File: src/rtl/bsg_bladerunner_cfg_mem_pkg.sv
// Shared types for the configuration/ID memory slave: address region
// classification, the response record carried through the response
// pipeline, and the ROM address width helper.
package bsg_bladerunner_cfg_mem_pkg;

  typedef enum logic [1:0] {
    e_cfg_rom,
    e_cfg_scratch,
    e_cfg_none
  } cfg_region_e;

  // Widest link data the response record can carry.
  localparam int cfg_max_data_width_gp = 64;

  typedef struct packed {
    logic                             we;
    logic                             err;
    logic [cfg_max_data_width_gp-1:0] data;
  } cfg_resp_s;

  // ROM address width, at least one bit even for a single-word ROM.
  function automatic int cfg_rom_addr_width(input int els);
    return (els > 1) ? $clog2(els) : 1;
  endfunction

endpackage

File: src/rtl/bsg_fifo_1r1w_small.sv
// Small one-read/one-write FIFO with registered storage; an entry written
// at a clock edge is visible at data_o in the following cycle.
module bsg_fifo_1r1w_small #(
  parameter int width_p = 8,
  parameter int els_p   = 4
) (
  input  logic               clk_i,
  input  logic               reset_i,
  input  logic               v_i,
  output logic               ready_o,
  input  logic [width_p-1:0] data_i,
  output logic               v_o,
  output logic [width_p-1:0] data_o,
  input  logic               yumi_i
);

  localparam int ptr_w_lp = (els_p > 1) ? $clog2(els_p) : 1;
  localparam int cnt_w_lp = $clog2(els_p + 1);

  logic [width_p-1:0]  mem_q [els_p];
  logic [ptr_w_lp-1:0] wptr_q, rptr_q;
  logic [cnt_w_lp-1:0] count_q;
  logic                enq, deq;

  function automatic logic [ptr_w_lp-1:0] ptr_inc(input logic [ptr_w_lp-1:0] p);
    return (p == ptr_w_lp'(els_p - 1)) ? '0 : p + ptr_w_lp'(1);
  endfunction

  assign ready_o = (count_q != cnt_w_lp'(els_p));
  assign v_o     = (count_q != '0);
  assign data_o  = mem_q[rptr_q];
  assign enq     = v_i & ready_o;
  assign deq     = yumi_i & v_o;

  // Pointer and occupancy bookkeeping.
  always_ff @(posedge clk_i) begin
    if (reset_i) begin
      wptr_q  <= '0;
      rptr_q  <= '0;
      count_q <= '0;
    end else begin
      if (enq) wptr_q <= ptr_inc(wptr_q);
      if (deq) rptr_q <= ptr_inc(rptr_q);
      count_q <= count_q + cnt_w_lp'(enq) - cnt_w_lp'(deq);
    end
  end

  // Entry storage; contents only matter while counted as valid.
  always_ff @(posedge clk_i) begin
    if (enq) mem_q[wptr_q] <= data_i;
  end

endmodule

File: src/rtl/bsg_bladerunner_cfg_mem.sv
// Configuration/ID memory slave: external combinational ROM plus a small
// byte-writable scratch region. Requests are decoded and answered in order
// after read_latency_p cycles; responses queue in a credit-managed buffer.
module bsg_bladerunner_cfg_mem
  import bsg_bladerunner_cfg_mem_pkg::*;
#(
  parameter int data_width_p   = 32,
  parameter int addr_width_p   = 28,
  parameter int rom_width_p    = 32,
  parameter int rom_els_p      = 64,
  parameter int scratch_base_p = 1024,
  parameter int scratch_els_p  = 8,
  parameter int read_latency_p = 1,
  parameter int fifo_els_p     = 4,
  parameter int err_width_p    = 8
) (
  input  logic                                      clk_i,
  input  logic                                      reset_i,
  input  logic                                      req_v_i,
  output logic                                      req_ready_o,
  input  logic                                      req_we_i,
  input  logic [addr_width_p-1:0]                   req_addr_i,
  input  logic [data_width_p-1:0]                   req_data_i,
  input  logic [data_width_p/8-1:0]                 req_mask_i,
  output logic [cfg_rom_addr_width(rom_els_p)-1:0]  rom_addr_o,
  input  logic [rom_width_p-1:0]                    rom_data_i,
  output logic                                      resp_v_o,
  output logic                                      resp_we_o,
  output logic [data_width_p-1:0]                   resp_data_o,
  output logic                                      resp_err_o,
  input  logic                                      resp_yumi_i,
  output logic [err_width_p-1:0]                    err_count_o
);

  localparam int mask_w_lp     = data_width_p / 8;
  localparam int rom_addr_w_lp = cfg_rom_addr_width(rom_els_p);
  localparam int sidx_w_lp     = (scratch_els_p > 1) ? $clog2(scratch_els_p) : 1;
  localparam int occ_w_lp      = $clog2(fifo_els_p + 1);

  function automatic logic [data_width_p-1:0] expand_mask(input logic [mask_w_lp-1:0] m);
    logic [data_width_p-1:0] r;
    r = '0;
    for (int b = 0; b < mask_w_lp; b++) r[b*8 +: 8] = {8{m[b]}};
    return r;
  endfunction

  logic [occ_w_lp-1:0]     occ_q, occ_d;
  logic [err_width_p-1:0]  err_cnt_q, err_cnt_d;
  logic [data_width_p-1:0] scratch_q [scratch_els_p];
  logic                    accept, yumi_eff, illegal_p0, scratch_we;
  cfg_region_e             region_p0;
  logic [sidx_w_lp-1:0]    sidx_p0;
  logic [data_width_p-1:0] rd_raw_p0, mask_bits_p0;
  cfg_resp_s               resp_p0;
  cfg_resp_s               fifo_data_li, fifo_data_lo;
  logic                    fifo_v_li, fifo_v_lo, fifo_ready_lo;

  // Credits: every accepted request holds a slot until its response is taken,
  // so the buffer can never overflow and the pipeline never needs to stall.
  assign req_ready_o = ~reset_i & (occ_q < occ_w_lp'(fifo_els_p));
  assign accept      = req_v_i & req_ready_o;
  assign yumi_eff    = resp_yumi_i & resp_v_o;
  assign occ_d       = occ_q + occ_w_lp'(accept) - occ_w_lp'(yumi_eff);

  assign rom_addr_o   = rom_addr_w_lp'(req_addr_i);
  assign sidx_p0      = sidx_w_lp'(req_addr_i - addr_width_p'(scratch_base_p));
  assign mask_bits_p0 = expand_mask(req_mask_i);

  // Stage 0: classify the request address.
  always_comb begin
    region_p0 = e_cfg_none;
    if (req_addr_i < addr_width_p'(rom_els_p))
      region_p0 = e_cfg_rom;
    else if ((req_addr_i >= addr_width_p'(scratch_base_p)) &&
             (req_addr_i <  addr_width_p'(scratch_base_p + scratch_els_p)))
      region_p0 = e_cfg_scratch;
  end

  assign illegal_p0 = (region_p0 == e_cfg_none) | ((region_p0 == e_cfg_rom) & req_we_i);
  assign scratch_we = accept & req_we_i & (region_p0 == e_cfg_scratch);

  // Stage 0: build the response record from the current ROM/scratch contents.
  always_comb begin
    rd_raw_p0 = '0;
    if (region_p0 == e_cfg_rom)          rd_raw_p0 = data_width_p'(rom_data_i);
    else if (region_p0 == e_cfg_scratch) rd_raw_p0 = scratch_q[sidx_p0];
    resp_p0     = '0;
    resp_p0.we  = req_we_i;
    resp_p0.err = illegal_p0;
    if (!req_we_i && !illegal_p0)
      resp_p0.data = cfg_max_data_width_gp'(rd_raw_p0 & mask_bits_p0);
  end

  // Scratch registers commit masked bytes at the accept edge.
  always_ff @(posedge clk_i) begin
    if (reset_i) begin
      for (int i = 0; i < scratch_els_p; i++) scratch_q[i] <= '0;
    end else if (scratch_we) begin
      for (int b = 0; b < mask_w_lp; b++)
        if (req_mask_i[b]) scratch_q[sidx_p0][b*8 +: 8] <= req_data_i[b*8 +: 8];
    end
  end

  assign err_cnt_d = (accept & illegal_p0 & ~(&err_cnt_q)) ? err_cnt_q + err_width_p'(1)
                                                           : err_cnt_q;

  // Credit occupancy and saturating error counter.
  always_ff @(posedge clk_i) begin
    if (reset_i) begin
      occ_q     <= '0;
      err_cnt_q <= '0;
    end else begin
      occ_q     <= occ_d;
      err_cnt_q <= err_cnt_d;
    end
  end

  // Stage 1 (two-cycle latency only): one extra register ahead of the buffer.
  if (read_latency_p == 2) begin : g_lat2
    logic      vld_p1_q;
    cfg_resp_s resp_p1_q;
    // Extra pipeline register; cleared on reset so nothing in flight survives.
    always_ff @(posedge clk_i) begin
      if (reset_i) begin
        vld_p1_q  <= 1'b0;
        resp_p1_q <= '0;
      end else begin
        vld_p1_q  <= accept;
        resp_p1_q <= resp_p0;
      end
    end
    assign fifo_v_li    = vld_p1_q;
    assign fifo_data_li = resp_p1_q;
  end else begin : g_lat1
    assign fifo_v_li    = accept;
    assign fifo_data_li = resp_p0;
  end

  bsg_fifo_1r1w_small #(
    .width_p ($bits(cfg_resp_s)),
    .els_p   (fifo_els_p)
  ) resp_fifo (
    .clk_i   (clk_i),
    .reset_i (reset_i),
    .v_i     (fifo_v_li),
    .ready_o (fifo_ready_lo),
    .data_i  (fifo_data_li),
    .v_o     (fifo_v_lo),
    .data_o  (fifo_data_lo),
    .yumi_i  (yumi_eff)
  );

  assign resp_v_o    = fifo_v_lo;
  assign resp_we_o   = fifo_v_lo & fifo_data_lo.we;
  assign resp_err_o  = fifo_v_lo & fifo_data_lo.err;
  assign resp_data_o = fifo_v_lo ? fifo_data_lo.data[data_width_p-1:0] : '0;
  assign err_count_o = err_cnt_q;

`ifndef SYNTHESIS
  localparam bit params_ok_lp =
    (data_width_p % 8 == 0) && (data_width_p <= cfg_max_data_width_gp) &&
    (rom_width_p <= data_width_p) && (scratch_base_p >= rom_els_p) &&
    (scratch_els_p >= 1) && (read_latency_p == 1 || read_latency_p == 2) &&
    (fifo_els_p >= read_latency_p + 1);

  // Simulation checks: legal configuration and well-behaved consumer.
  always_ff @(posedge clk_i) begin
    assert (params_ok_lp) else $error("bsg_bladerunner_cfg_mem: illegal parameters");
    if (!reset_i) begin
      assert (!(resp_yumi_i && !resp_v_o))
        else $error("bsg_bladerunner_cfg_mem: resp_yumi_i with no valid response");
      assert (!fifo_v_li || fifo_ready_lo)
        else $error("bsg_bladerunner_cfg_mem: response buffer overflow");
      assert (!fifo_v_lo || ((fifo_data_lo.data >> data_width_p) == '0))
        else $error("bsg_bladerunner_cfg_mem: response data wider than link");
    end
  end
`endif

endmodule

File: config.mk
export PLATFORM = sky130hd
export DESIGN_NAME = bsg_bladerunner_cfg_mem
export DESIGN_NICKNAME = d
export VERILOG_FILES = /design/src/rtl/bsg_bladerunner_cfg_mem_pkg.sv /design/src/rtl/bsg_fifo_1r1w_small.sv /design/src/rtl/bsg_bladerunner_cfg_mem.sv
export SDC_FILE = /design/constraint.sdc
export NUM_CORES = 1
export LEC_CHECK = 0
export ABC_AREA = 0
export CAP_MARGIN = 25
export CORE_MARGIN = 2
export CORE_UTILIZATION = 50
export CTS_CLUSTER_SIZE = 24
export DETAILED_ROUTE_END_ITERATION = 10
export PLACE_DENSITY = 0.7
export SLEW_MARGIN = 20
export SYNTH_ARGS = -nofsm -noshare
export SYNTH_HDL_FRONTEND = slang
export SYNTH_SLANG_ARGS = --single-unit
File: constraint.sdc
create_clock -name clk_i -period 3.5 [get_ports clk_i]
set_input_delay 0.7 -clock clk_i [delete_from_list [all_inputs] [get_ports clk_i]]
set_output_delay 0.7 -clock clk_i [all_outputs]
set_load 0.01 [all_outputs]
Word level (Yosys, flattened, before mapping)
Memory sizes are Yosys's and may differ from the RTL's. A register that Yosys moved wholly into a read port is not among the register bits.
Cells that the tools add are included.
Widths: inputs -> output; s select.
Operators by class
  add/sub/neg operators: 8
  $mul: 0
  div/mod/pow operators: 0
  $lt $le $gt $ge: 4
  eq/ne operators: 5
  shifts and indexed selects: 0
  multiplexer cells: 33
  bitwise gates (word level): 16
  reductions and logical operators: 8
Operator list (count)
  $mux 32: 5
  $and 32x32->32: 1
  $reduce_or 32->1: 1
  $ge 28x11->1 const B: 1
  $lt 28x11->1 const B: 1
  $lt 28x7->1 const B: 1
  $mux 1: 20
  $and 1x1->1: 12
  $mux 2: 6
  $add 8x1->8 const B: 1
  $reduce_and 8->1: 1
  $add 3x1->3: 2
  $eq 2x2->1 const B: 3
  $sub 3x1->3: 2
  $add 2x1->2 const B: 2
  $mux 4: 1
  $lt 3x3->1 const B: 1
  $mux 3: 1
  $ne 3x3->1 const B: 1
  $reduce_bool 3->1: 1
  $sub 3x1->3 const B: 1
  $eq 2x1->1 const B: 1
  $logic_and 1x1->1: 2
  $logic_not 1->1: 2
  other kinds (3): 4
Storage, ports and cells
  flip-flop bits (word level): 18
  bits in latches: 0
  memory bits (writable): 392
  bits in read-only memories: 0
  bits of input ports: 101
  output and inout bits: 50
  logic and storage cells: 81
  memories: 2
Memory list
  scratch_q: words 8, bits a word 32, rd ports 1, clocked after memory_dff 0, write ports 8, line bsg_bladerunner_cfg_mem.sv:49  | logic [data_width_p-1:0] scratch_q [scratch_els_p];
  resp_fifo.mem_q: words 4, bits a word 34, rd ports 1, clocked after memory_dff 1, write ports 1, line bsg_fifo_1r1w_small.sv:20  | logic [width_p-1:0] mem_q [els_p];

Depth between registers and ports, before layout
  depth in word-level cells: 11
  depth in mapped cells: 11
  gate-level depth less buffers: 10

Cells and area by module
From an unflattened synthesis, not the netlist that was laid out.
Second synthesis, totals
  cell total of the unflattened synthesis: 1461
  area total of the unflattened synthesis: 22701.8 um^2
By module, submodules not included
  bsg_bladerunner_cfg_mem: times used 1, cells an instance 1068, area each 12715.9 um^2, seq. area each 7907.6 um^2
  bsg_fifo_1r1w_small: times used 1, cells an instance 393, area each 9985.8 um^2, seq. area each 8107.8 um^2

Least setup slack after synthesis
No wires, ideal clock.
  path type: in2reg
  start point: input port reset_i
  end point: memory resp_fifo.mem_q[3][0] in the netlist's numbering (enable)
  setup time: 0.394 ns
  data arrival time: 2.453 ns
  slack: 0.653 ns
  cell stages on the path: 4
  cell sequence: or3b_1 > clkbuf_1 > a21oi_1 > and2_1
On the way
  cells in the longest elaborated chain, start to end: 6
RTL lines
  start: declaration: line bsg_bladerunner_cfg_mem.sv:18  | input logic reset_i,
  $not 1->1: line bsg_bladerunner_cfg_mem.sv:60  | assign req_ready_o = ~reset_i & (occ_q < occ_w_lp'(fifo_els_p));
  $and 1x1->1: line bsg_bladerunner_cfg_mem.sv:60
  $and 1x1->1: line bsg_bladerunner_cfg_mem.sv:61  | assign accept = req_v_i & req_ready_o;
  $and 1x1->1: line bsg_fifo_1r1w_small.sv:32  | assign enq = v_i & ready_o;
  net resp_fifo.enq: line bsg_fifo_1r1w_small.sv:23  | logic enq, deq;
  $mux 1: line bsg_fifo_1r1w_small.sv:50  | if (enq) mem_q[wptr_q] <= data_i;
  $mux 1 (implied by the code): line bsg_fifo_1r1w_small.sv:50
  end: declaration: line bsg_fifo_1r1w_small.sv:20
The timed path passes the listed nets, and every way through them passes these cells.

==> reports/summary.txt <==
Post-route DRC -> 0
Post-synthesis instance total -> 1,335
Clock buffer count from CTS -> 42
H-tree depth -> 2
Drt via density -> 5.93
Clk_skew -> 0.0155 ns
CTS tree -> yes
Total power -> 0.0120 W
Largest area contributor in the netlist -> edfxtp_1
Hold crit path type -> register to register
Largest net degree at the start of global routing -> 39
Routed wire length -> 45.9 mm
Syn Std Cell Area -> 0.0180 mm^2
Post-layout util -> 60.8%
Slowest cell on crit path -> mux4_2
Startpoint Class -> register
CTS Buffer Depth -> 3
RSZ-0062 raised after global routing -> false
Normalized max-slew margin -> 47.7%
Layout fillers -> 2,722
Post-synth ARST share -> 0%
Final net count -> 1,603
First-pass GRT wire length -> 69.5 mm
CP delay by family, top -> buffers and inverters
Register area share after synthesis -> 67.6%
Worst Max-Slew Pin Slew -> 0.785 ns
Post-synth EDFFs -> 392
Period minus WS final -> 3.09 ns
Row count -> 69
Worst-path clk slew -> 0.06 ns
Via count -> 11,700
Layout cells sized above 1 -> 14.3%
Worst Path Buf+Inv -> 2
Post-CTS Hold Buffers -> 0
Die Area -> 0.0376 mm^2
Port bufs -> 150
Hold Fails Final Rpt -> 0
Peak supply drop -> 0.000354 V
CTS Root Cell -> clkbuf_16
#FFs+latches synth -> 412
Routability Congestion -> 0.858
Most frequent cell after synthesis -> edfxtp_1
P per Cell Area -> 558 mW/mm^2
CP Cell Sequence -> buf_12 -> mux4_2 -> and2_1 -> clkdlybuf4s50_1
Antenna Cells -> 0
Ports -> 151
Syn nets -> 1,448
Initial Util -> 50.8%
Routed Antenna Nets -> 0
Period utilization -> 88.2%
Clock sinks -> 412
Final setup vio count -> 0
HPWL after DPL -> 31.1 mm
DRT Pass-1 Iters -> 6
Post-CTS Resized -> 0
Setup TNS -> 0 ns
Worst setup EP type -> primary output
Synth top area cells -> edfxtp_1 65%, mux4_2 8.0%, nor2_1 6.3%, nand2_1 2.8%, dfxtp_1 2.2%
Postcts setup bufs -> 0
Vias in the first global route -> 11,600
Status -> finished clean
Library cells used by synthesis -> 54
Area grow syn2layout -> 19.7%
Fmax achieved -> 324 MHz
Antenna violations before repair -> 1
Post-synth top cells -> 392 x edfxtp_1, 304 x nor2_1, 133 x nand2_1
Crit path largest cell delay -> 0.57 ns
Clk Latency, worst-skew pair -> 0.54 ns
Crit path kind -> register to primary output
Largest fanout on the critical path -> 34
Core area -> 0.0355 mm^2
All-Layer GR Usage -> 24.2%
LEAKAGE -> 7.40 nW
Post-synth top area share -> 65.4%
Die H -> 194 um
WL per Instance -> 23.2 um
DR iter-0 viols -> 1,469
Worst Path Arrival -> 2.39 ns
Top_reg_cell synth -> edfxtp_1
Worst Path Required -> 2.80 ns
Max Cap Violations -> 0
Synth Area per Inst -> 13.5 um^2
Grt total ovfl -> 0
Die width -> 194 um
Ys Warns -> 0
Max Slew Vio Count -> 0
## metal layers
layer	track usage (%)	part of all wire, %
met1	33.9	40
met2	39.3	48
met3	4.51	9.6
met4	6.45	2.5
met5	0	0.022
## registers in the layout, summed over array words and instances, names as in the netlist, named ones only
signal / cells
resp_fifo.count_q: 3
err_count_o: 8
resp_fifo.rptr_q: 2
resp_fifo.mem_q: 136
resp_fifo.wptr_q: 2
occ_q: 3
scratch_q: 256
## worst reg2reg max path: stages (launching register included)
cell and delay [ns]:
dfxtp_1 0.35, or3_1 0.35, buf_4 0.24, nand2_1 0.19
inv_1 0.09, ha_1 0.29, inv_1 0.05, ha_1 0.12
inv_1 0.05, fa_1 0.37, xnor2_1 0.17, nor2_1 0.06
## worst paths after layout
kind | to | slack, ns | cells past startpoint | from
min | err_count_o[5] | 0.50 | 2 | err_count_o[5]
min reg2reg | err_count_o[5] | 0.50 | 2 | err_count_o[5]
max | resp_data_o[24] | 0.41 | 4 | register
max reg2reg | resp_fifo.count_q[2] | 1.06 | 11 | resp_fifo.count_q[1]
## placed cells by master, fill, tap and decap left out, types with 19 or more instances in the layout
| master | instances |
|---|---|
| edfxtp_1 | 392 |
| nor2_1 | 304 |
| clkdlybuf4s50_1 | 147 |
| nand2_1 | 133 |
| mux4_2 | 64 |
| buf_4 | 55 |
| clkbuf_16 | 42 |
| and2_1 | 40 |
| nand3_1 | 33 |
| a21oi_1 | 29 |
| mux2i_1 | 21 |
| mux2_2 | 20 |
| dfxtp_1 | 19 |
## power breakdown
| part | total [W] | switching (W) | internal [W] |
|---|---|---|---|
| clock network | 0.00439 | 0.00182 | 0.00257 |
| registers | 0.00568 | 0.0000901 | 0.00559 |
| logic | 0.00197 | 0.000954 | 0.00101 |
| total | 0.0120 | 0.00286 | 0.00917 |
## through the flow
stage | cell area [um^2] | hold slack, ns | setup WS (ns) | instances
after CTS | 21600 | 0.503 | 0.365 | 1981
after global placement | 20200 | 0.481 | 0.255 | 1907
after global routing | 21600 | 0.535 | 0.316 | 1981
after detailed placement | 20200 | 0.494 | 0.183 | 1907
after floorplan | 18000 | 0.495 | 0.653 | 1335
final | 21600 | 0.500 | 0.413 | 1981
## layout make-up
cell class | count | area, um^2 | area share (%)
timing repair buffer | 212 | 2050 | 9.53
clock inverter | 26 | 270 | 1.25
multi-input combinational | 809 | 5370 | 24.9
inverter | 13 | 48.8 | 0.226
clock buffer | 48 | 1070 | 4.98
sequential | 412 | 12200 | 56.5
tap | 461 | 577 | 2.67
## logic make-up (layout without fill, tap and decap cells)
| logic type | count (synthesis) | after routing | synth area share, % |
|---|---|---|---|
| AND/OR/NAND/NOR | 558 | 558 | 13.2 |
| flip-flops | 412 | 412 | 67.6 |
| AO/OA/AOI/OAI | 130 | 130 | 5.00 |
| buffers and inverters | 114 | 299 | 2.67 |
| multiplexers | 105 | 105 | 10.4 |
| adder cells (fa/ha/maj) | 12 | 12 | 0.917 |
| XOR/XNOR | 4 | 4 | 0.195 |
No activity file was read; power rests on OpenSTA's default activity.
==> variant (same settings) <==
Put a register stage on the output `resp_err_o`. The value now appears one clock later. The other outputs are not delayed to match.
--- a/src/rtl/bsg_bladerunner_cfg_mem.sv
+++ b/src/rtl/bsg_bladerunner_cfg_mem.sv
@@ -152,7 +152,9 @@
 
   assign resp_v_o    = fifo_v_lo;
   assign resp_we_o   = fifo_v_lo & fifo_data_lo.we;
-  assign resp_err_o  = fifo_v_lo & fifo_data_lo.err;
+  always_ff @(posedge clk_i) begin
+    resp_err_o <= fifo_v_lo & fifo_data_lo.err;
+  end
   assign resp_data_o = fifo_v_lo ? fifo_data_lo.data[data_width_p-1:0] : '0;
   assign err_count_o = err_cnt_q;
 
Check against the original RTL: not settled (the Yosys comparison gave no result); the edit may change what the design does.
==> variant against the original RTL <==
Count of clock-buffer cells in the layout grew 9. Synthesized cell count is essentially flat. Power shrank 0.74%. Critical path depth is the same. Setup slack lost 0.015 ns. Area after synthesis grew 0.11%. Sequential cell count grew 1. First-iteration DRC count grew 0.54%. Cell area grew 0.31%. Largest cell class unchanged. Routed wire length grew 0.41%.
==> variant: results (changes against the original RTL) <==
----------------------------------------------------
[Run status]
  Run status ... complete, no violations

[Clock network]
  Clock buffers created by TritonCTS ... 43 (+2.4%)

[Final layout]
  Non-filler cells in the finished layout ... 1991 (+0.50%)
  Final Net Count ... 1610 (+0.44%)
  Buffering overhead ... 0.0984 (+0.00317)
  Sequential standard cell area ... 12200 um^2 (+0.16%)
  Fillers ... 2768 (+1.7%)
  Layout cells sized above 1 ... 0.141 (-0.00224)

[Placed design]
  GP Congestion ... 0.900 (+4.9%)
  Setup slack at placement ... 0.225 ns (+0.0412 ns)
  Total placed instance area ... 20300 um^2 (+0.47%)

[Global routing]
  Global-route wire length before repair ... 69.0 mm (-0.72%)
  Pin count of the biggest net entering global routing ... 37 (-5.1%)
  Vias in the first global route ... 11500 (-0.75%)
  Total global routing track utilization ... 0.242 (about the same)

[Power and ir drop]
  Combinational Power Share ... 0.162 (-0.002)
  Worst voltage drop across the vdd grid ... 512 uV (+45%)
  Internal Power ... 9110 uW (-0.64%)

[Timing]
  Worst setup skew after layout ... 0.00996 ns (-0.00558 ns)
  Final Cycle Share ... 0.886 (+0.00418)
  Headroom to the max-slew limit ... 0.473 (-0.00438)
  Worst hold margin ... 0.509 ns (+0.00872 ns)

[Synth]
  Portion of netlist area occupied by mux cells ... 0.104 (-0.000116)
  Cells after Synth ... 1336 (+0.075%)
  Area fraction in compound gates after synthesis ... 0.0500 (-0.0000555)
  Post-synthesis share of cell area spent on full adders, half adders and majority gates ... 0.00916 (-0.0000102)

[Drt]
  Wire length per cell ... 23.2 um (about the same)

[Setup path]
  Biggest cell delay along the critical path ... 0.60 ns (+0.03 ns)

----------------------------------------------------
-- variant: cell types whose count changed in the layout (fill, tap and decap cells not counted) --
cell,before,now
sky130_fd_sc_hd__clkinv_1,7,11
sky130_fd_sc_hd__buf_12,8,11
sky130_fd_sc_hd__buf_4,55,57
sky130_fd_sc_hd__bufinv_16,5,3
sky130_fd_sc_hd__clkinv_4,0,1
sky130_fd_sc_hd__clkbuf_8,0,1
sky130_fd_sc_hd__clkbuf_16,42,43
sky130_fd_sc_hd__clkinvlp_4,2,0
sky130_fd_sc_hd__clkinv_2,9,4
sky130_fd_sc_hd__dfxtp_1,19,20
sky130_fd_sc_hd__clkinv_8,1,0
sky130_fd_sc_hd__clkbuf_1,6,13
-- variant: per-layer routing --
layer	vias to the layer above	global-route usage	wire length, um
li1	5240	-	-
met1	5847	0.343	18600
met2	600	0.388	22000
met3	95	0.0414	4190
met4	2	0.0724	1260
met5	-	0	13
